[src/rtl/result_pkg.sv]
// ---------------------------------------------------------------------------
// result_pkg
// Shared constants and types for the result_filter temporal vote filter.
//   CLS_W       : width of a class code (8 oil classes)
//   NUM_CLS     : number of classes scanned per evaluation
//   CONF_W      : width of the confidence output
//   HYST_MARGIN : lead a challenger needs over the last sent verdict when
//                 the RESULT_FILTER_HYST_EN build option is enabled
//   state_e     : controller FSM states
// ---------------------------------------------------------------------------
package result_pkg;

    localparam int CLS_W       = 3;
    localparam int NUM_CLS     = 8;
    localparam int CONF_W      = 5;
    localparam int HYST_MARGIN = 2;

    typedef enum logic [1:0] {
        IDLE = 2'd0,
        UPD  = 2'd1,
        EVAL = 2'd2,
        SEND = 2'd3
    } state_e;

endpackage

[src/rtl/result_hist.sv]
// ---------------------------------------------------------------------------
// result_hist
// Sliding window history of the last WIN class results with one occurrence
// counter per class.
//   clk, rst_n : clock, asynchronous active-low reset
//   ins        : insert ins_cls this cycle (single-cycle operation)
//   ins_cls    : class code to insert
//   rd_cls     : class whose counter is read
//   rd_cnt     : occurrences of rd_cls in the window (combinational read)
//   filled     : window holds WIN samples; also high during the insert that
//                brings the window to WIN samples
// ---------------------------------------------------------------------------
module result_hist
    import result_pkg::*;
#(
    parameter int WIN = 8
) (
    input  logic                         clk,
    input  logic                         rst_n,
    input  logic                         ins,
    input  logic [CLS_W-1:0]             ins_cls,
    input  logic [CLS_W-1:0]             rd_cls,
    output logic [$clog2(WIN+1)-1:0]     rd_cnt,
    output logic                         filled
);

    localparam int CNT_W = $clog2(WIN + 1);
    localparam int PTR_W = (WIN > 1) ? $clog2(WIN) : 1;

    logic [CLS_W-1:0] hist [WIN];
    logic [PTR_W-1:0] wptr;
    logic [CNT_W-1:0] fill;
    logic [CNT_W-1:0] cnt [NUM_CLS];
    logic             full;
    logic [CLS_W-1:0] evict;

    assign full   = (fill == CNT_W'(WIN));
    // The entry under the write pointer is the oldest one once the window
    // is full; it is the one that falls out on this insert.
    assign evict  = hist[wptr];
    assign rd_cnt = cnt[rd_cls];
    assign filled = full | (ins & (fill == CNT_W'(WIN - 1)));

    // Buffer contents need no reset: fill gates every use of stale entries.
    always_ff @(posedge clk) begin
        if (ins) begin
            hist[wptr] <= ins_cls;
        end
    end

    always_ff @(posedge clk or negedge rst_n) begin
        if (!rst_n) begin
            wptr <= '0;
            fill <= '0;
        end else if (ins) begin
            wptr <= (wptr == PTR_W'(WIN - 1)) ? '0 : wptr + 1'b1;
            if (!full) begin
                fill <= fill + 1'b1;
            end
        end
    end

    // Incoming class counts up, evicted class counts down; when both are the
    // same class the two cancel and the counter is left alone.
    always_ff @(posedge clk or negedge rst_n) begin
        if (!rst_n) begin
            for (int c = 0; c < NUM_CLS; c++) begin
                cnt[c] <= '0;
            end
        end else if (ins) begin
            for (int c = 0; c < NUM_CLS; c++) begin
                if ((ins_cls == CLS_W'(c)) && !(full && (evict == CLS_W'(c)))) begin
                    cnt[c] <= cnt[c] + 1'b1;
                end else if ((ins_cls != CLS_W'(c)) && full && (evict == CLS_W'(c))) begin
                    cnt[c] <= cnt[c] - 1'b1;
                end
            end
        end
    end

endmodule

[src/rtl/result_filter.sv]
// ---------------------------------------------------------------------------
// result_filter
// Temporal majority-vote filter for per-frame oil-class results. Each frame
// result is inserted into a WIN-deep sliding window, the eight class counters
// are scanned one per cycle for the majority class, and the verdict is
// offered to the sink over valid/ready.
//
// Handshake: out_valid rises with verdict/confidence/changed already stable,
// stays high with those outputs frozen until a cycle with out_ready high,
// and drops on the following cycle. It never drops without a transfer.
//
// Ports:
//   clk, rst_n  : clock, asynchronous active-low reset
//   frame_end   : one-cycle strobe qualifying result
//   result      : per-frame class code 0..7
//   out_valid   : verdict pending for the sink
//   out_ready   : sink accepts the verdict
//   verdict     : majority class
//   confidence  : occurrences of verdict in the window
//   changed     : verdict differs from the last sent one (or first verdict)
//   filled      : window holds WIN samples (sticky until reset)
//   overrun     : sticky, a pending frame sample was lost
//
// Build option RESULT_FILTER_HYST_EN: once a verdict has been sent, a new
// winner only displaces it when it leads by HYST_MARGIN occurrences.
// ---------------------------------------------------------------------------
module result_filter
    import result_pkg::*;
#(
    parameter int WIN = 8
) (
    input  logic              clk,
    input  logic              rst_n,
    input  logic              frame_end,
    input  logic [CLS_W-1:0]  result,
    output logic              out_valid,
    input  logic              out_ready,
    output logic [CLS_W-1:0]  verdict,
    output logic [CONF_W-1:0] confidence,
    output logic              changed,
    output logic              filled,
    output logic              overrun
);

    localparam int CNT_W = $clog2(WIN + 1);

    state_e           state;
    logic [CLS_W-1:0] samp;
    logic             pend_vld;
    logic [CLS_W-1:0] pend_val;
    logic [CLS_W-1:0] scan_idx;
    logic [CLS_W-1:0] best_cls;
    logic [CNT_W-1:0] best_cnt;
    logic [CLS_W-1:0] last_sent;
    logic             have_sent;

    logic             ins;
    logic [CNT_W-1:0] rd_cnt;
    logic             take;
    logic [CLS_W-1:0] nb_cls;
    logic [CNT_W-1:0] nb_cnt;
    logic [CLS_W-1:0] sel_cls;
    logic [CNT_W-1:0] sel_cnt;

    assign ins = (state == UPD);

    result_hist #(.WIN(WIN)) u_hist (
        .clk     (clk),
        .rst_n   (rst_n),
        .ins     (ins),
        .ins_cls (samp),
        .rd_cls  (scan_idx),
        .rd_cnt  (rd_cnt),
        .filled  (filled)
    );

    // Strictly-greater replacement keeps the lowest class index on ties.
    assign take   = (rd_cnt > best_cnt);
    assign nb_cls = take ? scan_idx : best_cls;
    assign nb_cnt = take ? rd_cnt   : best_cnt;

`ifdef RESULT_FILTER_HYST_EN
    // Count of the last sent class, picked up as the scan passes it.
    logic [CNT_W-1:0] ls_cnt;
    logic [CNT_W-1:0] ls_now;
    logic [CNT_W:0]   ls_thr;

    assign ls_now = (scan_idx == last_sent) ? rd_cnt : ls_cnt;
    assign ls_thr = {1'b0, ls_now} + (CNT_W + 1)'(HYST_MARGIN);

    always_comb begin
        sel_cls = nb_cls;
        sel_cnt = nb_cnt;
        if (have_sent && ({1'b0, nb_cnt} < ls_thr)) begin
            sel_cls = last_sent;
            sel_cnt = ls_now;
        end
    end

    always_ff @(posedge clk or negedge rst_n) begin
        if (!rst_n) begin
            ls_cnt <= '0;
        end else if (state == EVAL && scan_idx == last_sent) begin
            ls_cnt <= rd_cnt;
        end
    end
`else
    always_comb begin
        sel_cls = nb_cls;
        sel_cnt = nb_cnt;
    end
`endif

    always_ff @(posedge clk or negedge rst_n) begin
        if (!rst_n) begin
            state      <= IDLE;
            samp       <= '0;
            pend_vld   <= 1'b0;
            pend_val   <= '0;
            overrun    <= 1'b0;
            scan_idx   <= '0;
            best_cls   <= '0;
            best_cnt   <= '0;
            last_sent  <= '0;
            have_sent  <= 1'b0;
            out_valid  <= 1'b0;
            verdict    <= '0;
            confidence <= '0;
            changed    <= 1'b0;
        end else begin
            case (state)
                IDLE: begin
                    if (frame_end) begin
                        // A live frame wins over a pending one; the pending
                        // sample is dropped and flagged.
                        samp  <= result;
                        state <= UPD;
                        if (pend_vld) begin
                            overrun  <= 1'b1;
                            pend_vld <= 1'b0;
                        end
                    end else if (pend_vld) begin
                        samp     <= pend_val;
                        pend_vld <= 1'b0;
                        state    <= UPD;
                    end
                end
                UPD: begin
                    best_cls <= '0;
                    best_cnt <= '0;
                    scan_idx <= '0;
                    state    <= EVAL;
                end
                EVAL: begin
                    best_cls <= nb_cls;
                    best_cnt <= nb_cnt;
                    scan_idx <= scan_idx + 1'b1;
                    if (scan_idx == CLS_W'(NUM_CLS - 1)) begin
                        if (filled) begin
                            state      <= SEND;
                            out_valid  <= 1'b1;
                            verdict    <= sel_cls;
                            confidence <= CONF_W'(sel_cnt);
                            changed    <= !have_sent || (sel_cls != last_sent);
                        end else begin
                            state <= IDLE;
                        end
                    end
                end
                SEND: begin
                    if (out_ready) begin
                        out_valid <= 1'b0;
                        last_sent <= verdict;
                        have_sent <= 1'b1;
                        state     <= IDLE;
                    end
                end
                default: state <= IDLE;
            endcase

            // Frames arriving while busy park in the one-entry pending slot.
            if (frame_end && state != IDLE) begin
                if (pend_vld) begin
                    overrun <= 1'b1;
                end
                pend_vld <= 1'b1;
                pend_val <= result;
            end
        end
    end

endmodule

[config.mk]
export PLATFORM = sky130hd
export DESIGN_NAME = result_filter
export DESIGN_NICKNAME = d
export VERILOG_FILES = /design/src/rtl/result_pkg.sv /design/src/rtl/result_hist.sv /design/src/rtl/result_filter.sv
export SDC_FILE = /design/constraint.sdc
export NUM_CORES = 1
export LEC_CHECK = 0
export ABC_AREA = 1
export CAP_MARGIN = 10
export CORE_ASPECT_RATIO = 0.5
export CORE_MARGIN = 4
export CORE_UTILIZATION = 56
export CTS_CLUSTER_DIAMETER = 60
export DETAILED_ROUTE_END_ITERATION = 10
export GPL_TIMING_DRIVEN = 0
export PLACE_DENSITY = 0.77
export SLEW_MARGIN = 5
export SYNTH_ARGS = -nofsm -noshare
export SYNTH_HDL_FRONTEND = slang
export SYNTH_HIERARCHICAL = 1
export SYNTH_SLANG_ARGS = --single-unit
export TNS_END_PERCENT = 10
[constraint.sdc]
create_clock -name clk -period 2.5 [get_ports clk]
set_clock_uncertainty 0.1 [all_clocks]
set_input_delay 0.25 -clock clk [delete_from_list [all_inputs] [get_ports clk]]
set_output_delay 0.25 -clock clk [all_outputs]
set_load 0.02 [all_outputs]
Word level (Yosys, flattened, before mapping). Memory sizes are Yosys's and may differ from the RTL's. Cells that the tools add are included.

Register bits after elaboration: 72. Bits in writable memories: 24. Bits of input ports: 7. Output and inout port bits: 12. Memories: 1.

Memories: u_hist.hist (depth 8, width 3, read ports 1, clocked after memory_dff 0, wr ports 1, RTL line result_hist.sv:30) `logic [CLS_W-1:0] hist [WIN];`.

Add/sub/neg operators: 19. $lt $le $gt $ge: 2. Eq/ne operators: 33. Muxes and demuxes: 46. Bitwise gates (word level): 4. Reductions and logical operators: 74.

Operators with widths (count): $mux 4 (19); $add 4x1->4 const B (9); $logic_and 1x1->1 (33); $sub 4x1->4 const B (8); $eq 3x3->1 const B (10); $reduce_bool 2->1 (13); $reduce_and 2->1 (11); $ne 3x3->1 const B (5); $bmux 4 s3 (1); $eq 3x2->1 const B (4); $mux 1 (12); $mux 3 (4); $pmux 3 s2 (2); $mux 2 (5); $logic_not 1->1 (9); $pmux 2 s4 (1); $pmux 4 s2 (1); $add 3x1->3 const B (2); $eq 3x1->1 const B (2); $logic_not 3->1 (2); $ne 2x2->1 const B (3); $ne 3x2->1 const B (2); $reduce_and 3->1 (2); $eq 2x2->1 const B (2); 16 further kinds (16).

Depth between registers and ports, before layout.
Depth after elaboration: 8. Depth in mapped cells: 21. Mapped depth without buffers: 19.

By module. Netlist, hierarchy kept.

Modules (own cells, without submodules): result_hist (instances 1, cells each 511, area each 4139.0 um^2, seq. area each 1696.6 um^2); result_filter (instances 1, cells each 190, area each 1636.6 um^2, seq. area each 825.8 um^2).

Worst setup path after synthesis. No wires, ideal clock.

Path type: register to register. From: reg scan_idx[0]. To: reg changed. Data arrival time: 2394 ps. Slack: -115 ps. Cell stages (with the launch flop): 20. Buffers on the path: 3. Period minus slack after synthesis: 2615 ps. Cell sequence: dfrtp_1 clkbuf_1 inv_1 clkbuf_1 nor2_1 o22ai_1 nor2_1 a31oi_1 ha_1 nand2_1 nand2_1 nand2_1 nand2_2 nand2_4 buf_6 nand2_1 nand3_1 nand2_1 nor2_1 a21oi_1.

Cells in the longest elaborated chain, start to end: 8. Elaborated cells between the ends (all ways): 10. Those cells by class: order compare: 1; eq/ne: 2; mux: 4; bitwise: 1; reduce/logical: 2.

RTL lines: from (decl) (RTL line result_filter.sv:51) `logic [CLS_W-1:0] scan_idx;`; from (signal assigned) (RTL line result_filter.sv:157) `scan_idx <= scan_idx + 1'b1;`; $not 3->4 (not written as such) (RTL line result_hist.sv:41) `assign rd_cnt = cnt[rd_cls];`; $bmux 4 s3 (RTL line result_hist.sv:41); $mux 4 (not written as such) (2 in series) (RTL line result_hist.sv:41); net rd_cnt[1] (RTL line result_filter.sv:58) `logic [CNT_W-1:0] rd_cnt;`; $gt 4x4->1 (RTL line result_filter.sv:78) `assign take = (rd_cnt > best_cnt);`; $mux 3 (RTL line result_filter.sv:79) `assign nb_cls = take ? scan_idx : best_cls;`; $ne 3x3->1 (RTL line result_filter.sv:164) `changed <= !have_sent || (sel_cls != last_sent);`; $logic_or 1x1->1 (RTL line result_filter.sv:164); to (signal assigned) (RTL line result_filter.sv:164); to (decl) (RTL line result_filter.sv:40) `output logic changed,`.

The timed path passes the listed nets, and every way through them passes these cells. The select of a mux whose other input is x is not followed. A chain may end at the register's enable or synchronous reset.

Worst setup path in the final report.
From: reg scan_idx[0]. To: reg best_cnt[2].

Cells in the longest elaborated chain, start to end: 7.

RTL lines: $not 3->4 (not written as such) (RTL line result_hist.sv:41); $bmux 4 s3 (RTL line result_hist.sv:41); $mux 4 (not written as such) (2 in series) (RTL line result_hist.sv:41); net rd_cnt[0] (RTL line result_filter.sv:58); $gt 4x4->1 (RTL line result_filter.sv:78); $mux 4 (RTL line result_filter.sv:80) `assign nb_cnt = take ? rd_cnt : best_cnt;`; $pmux 4 s2 (RTL line result_filter.sv:131) `case (state)`; to (signal assigned) (RTL line result_filter.sv:156) `best_cnt <= nb_cnt;`; to (decl) (RTL line result_filter.sv:53) `logic [CNT_W-1:0] best_cnt;`.

The timed path passes the listed nets, and every way through them passes these cells. The select of a mux whose other input is x is not followed.

==> impl_metrics.ini <==
[status]
outcome = finished, violations left
violations = setup timing

[grt]
grt_max_degree = 43
grt_pass1_wl_um = 22100
track_usage = 0.232
grt_pass1_vias = 4718
grt.overflow.total = 0
antenna_found_initial = 0

[route]
wl_per_cell_um = 16.1
ant_nets = 0
vias = 5109
drc = 0
drt_wl_total_um = 14600
dr.pass1.iters = 5
via_per_inst = 5.60
drt_first_iter_violations = 362

[finish]
final_cell_mix = nand2_1, inv_1, dfrtp_1
area.growth.synth_to_final_pct = 28.0
layout_commonest_cell = nand2_1
drive_above_1_share = 0.265
final_core_util = 0.760
antennaDiodeCount = 0
final_area_mm2 = 0.00739
nets = 817

[floorplan]
fp.dieW_um = 152
start_util = 0.594
die_area_mm2 = 0.0121
core_region_area_mm2 = 0.00973
die_h_um = 79.8
rows = 25
io_pins = 19

[logic_synthesis]
ys.warnings.count = 6
syn_area_per_cell_um2 = 8.24
ys.flop_type = dfrtp_1
postSynth.asyncResetShare = 0.750
synth_nets = 746
netlist_instances = 701
ys_seq_area_frac = 0.437
syn-cell-area_mm2 = 0.00578
synth_cell_types = 44
synth_seq_cells = 96
synth_edf_count = 24

[pwr]
ir_worst_vdd_mv = 1.15
p_leak_uw = 0.00348
swShare = 0.465
power_uw = 11500
p_seq_frac = 0.245
clkPwrFrac = 0.129
pwr-share-comb = 0.626
cellPowerDensity_mw_per_mm2 = 1550
p_sw_uw = 5340
internal_power_uw = 6140

[setup_path]
critical_path_buf_inv_count = 7
arrival_ps = 2950
cp.required_ps = 2650
worstSetupPathType = flip-flop to flip-flop
crit_path_top_delay_cell = dfrtp_1
reg2reg_depth = 19
slowest_delay_ps = 390
crit_chain = buf_8 > inv_8 > clkbuf_16 > a21oi_4 > o21ai_2 > a31oi_2 > inv_1 > ha_1 > inv_1 > nand2_1 > nand2_1 > nand2_2 > nand2_4 > nand2_4 > buf_6 > buf_4 > nand2_2 > o21ai_4 > o22ai_1
cp_top_family = buffers and inverters
worst-path-stages = 19
path_max_fanout = 7
worstSetupEndpointType = flip-flop
cp-start-kind = flip-flop

[clock_tree]
numCtsBuffers = 9
htree_levels = 3
cts_tree = built
clk_pin_slew_ps = 70
clock_latency_ps = 340
root_buffer = clkbuf_16
numClockSinks = 96
cts.path.max_buffers = 2

[sta]
rsz0062_at_grt = yes
worstMarginPinSlew_ps = 722
finalHoldViolations = 0
setup_slack_ps = -305
max_freq_mhz = 357
fin_crit_sh = 1.12
drv_slew = 0
period_minus_slack_ps = 2810
timing.setup.tns_ps = -3200
finalSetupViolations = 23
slew_headroom = 0.515

[placed_design]
dpl_cell_area_mm2 = 0.00613
place.gp.congestion = 0.941
dp_slack_ps = -449
dp_hpwl_um = 8660
io_buffer_count = 16

[worst_hold_path]
whs_path_depth = 2
hp-class = input port to flip-flop

[job]
max_cap_viol_count = 0
## layer usage
metal	vias up	wire length, µm	share of wire	track usage
met5	-	0	0	0
li1	2411	-	-	-
met4	0	373	0.025	0.0547
met3	45	781	0.053	0.0482
met2	185	7220	0.49	0.410
met1	2468	6270	0.43	0.295
## final timing paths
path	endpoint	slack (ps)	startpoint
setup / recovery	best_cnt[2]	-310	scan_idx[0]
hold / removal	overrun	130	frame_end
setup reg to reg	best_cnt[2]	-310	scan_idx[0]
hold reg to reg	overrun	360	overrun
max in group asynchronous	u_hist/wptr[2]	1430	rst_n
min in group asynchronous	verdict[1]	290	rst_n
## repair_timing
| action | in CTS | in global routing |
|---|---|---|
| endpoints found under the hold margin | 30 | 0 |
| hold buffers | 1 | 0 |
| pin swaps | 25 | 33 |
| gates cloned | 1 | 0 |
| setup endpoints to repair | 25 | 33 |
| buffers inserted | 18 | 23 |
| gates resized for setup | 76 | 70 |
## area by class of cell
cell class	count	area, µm²
multi-input cells	496	3300
flip-flops and latches	96	2530
fillers	601	2330
repair buffers	60	554
inverters	96	380
clock buffers	9	225
well taps	135	169
plain buffers	13	140
clock inverters	7	93.8
## cell families (layout without fill, tap and decap cells)
family	Yosys count	after routing	synth area share
compound gates	92	92	0.0882
xor+xnor	20	20	0.0316
fa+ha+maj	38	38	0.0927
buf+inv	109	185	0.0795
flops	96	96	0.437
mux	3	3	0.00563
other cells	1	1	0.000649
simple gates	342	342	0.265
## sequential cells by signal, summed over array words and instances, names as in the netlist
name / cells
out_valid: 1
confidence: 4
u_hist/hist: 24
pend_vld: 1
u_hist/fill: 4
changed: 1
have_sent: 1
last_sent: 3
pend_val: 3
scan_idx: 3
best_cnt: 4
state: 2
best_cls: 3
samp: 3
overrun: 1
verdict: 3
u_hist/cnt: 32
u_hist/wptr: 3
## cell usage after synthesis (4+ instances only)
| master | instances | share of area |
|---|---|---|
| nor2_2 | 8 | 0.0087 |
| ha_1 | 30 | 0.065 |
| edfxtp_1 | 24 | 0.12 |
| nand3_1 | 43 | 0.037 |
| a31oi_1 | 12 | 0.013 |
| nand3_2 | 5 | 0.0087 |
| nor3_1 | 10 | 0.0087 |
| buf_6 | 5 | 0.0097 |
| nand2_1 | 209 | 0.14 |
| nand2_2 | 17 | 0.018 |
| nand3b_1 | 4 | 0.0052 |
| o21ai_0 | 31 | 0.027 |
| inv_2 | 7 | 0.0046 |
| a21oi_1 | 16 | 0.014 |
| o22ai_1 | 12 | 0.013 |
| fa_1 | 8 | 0.028 |
| dfrtp_1 | 72 | 0.31 |
| xnor2_1 | 10 | 0.015 |
| inv_1 | 84 | 0.055 |
| xor2_1 | 9 | 0.014 |
| clkbuf_1 | 5 | 0.0032 |
| nor2_1 | 35 | 0.023 |
| o21ai_1 | 15 | 0.013 |
## power groups by stage
| stage | clock network, µW | logic [µW] | registers, µW |
|---|---|---|---|
| detailed placement | 0 | 4730 | 2740 |
| global placement | 0 | 4530 | 2720 |
| finish | 1480 | 7180 | 2810 |
| CTS | 1500 | 5640 | 2760 |
| global route | 1580 | 7790 | 2890 |
| floorplan | 0 | 3800 | 2580 |
## per-stage QoR
step	hold slack, ps	instances
floorplan	-146	701
global placement	337	852
detailed placement	113	853
CTS	118	889
global route	149	912
finish	125	912
Note: power is estimated with default switching activity, not from simulation.
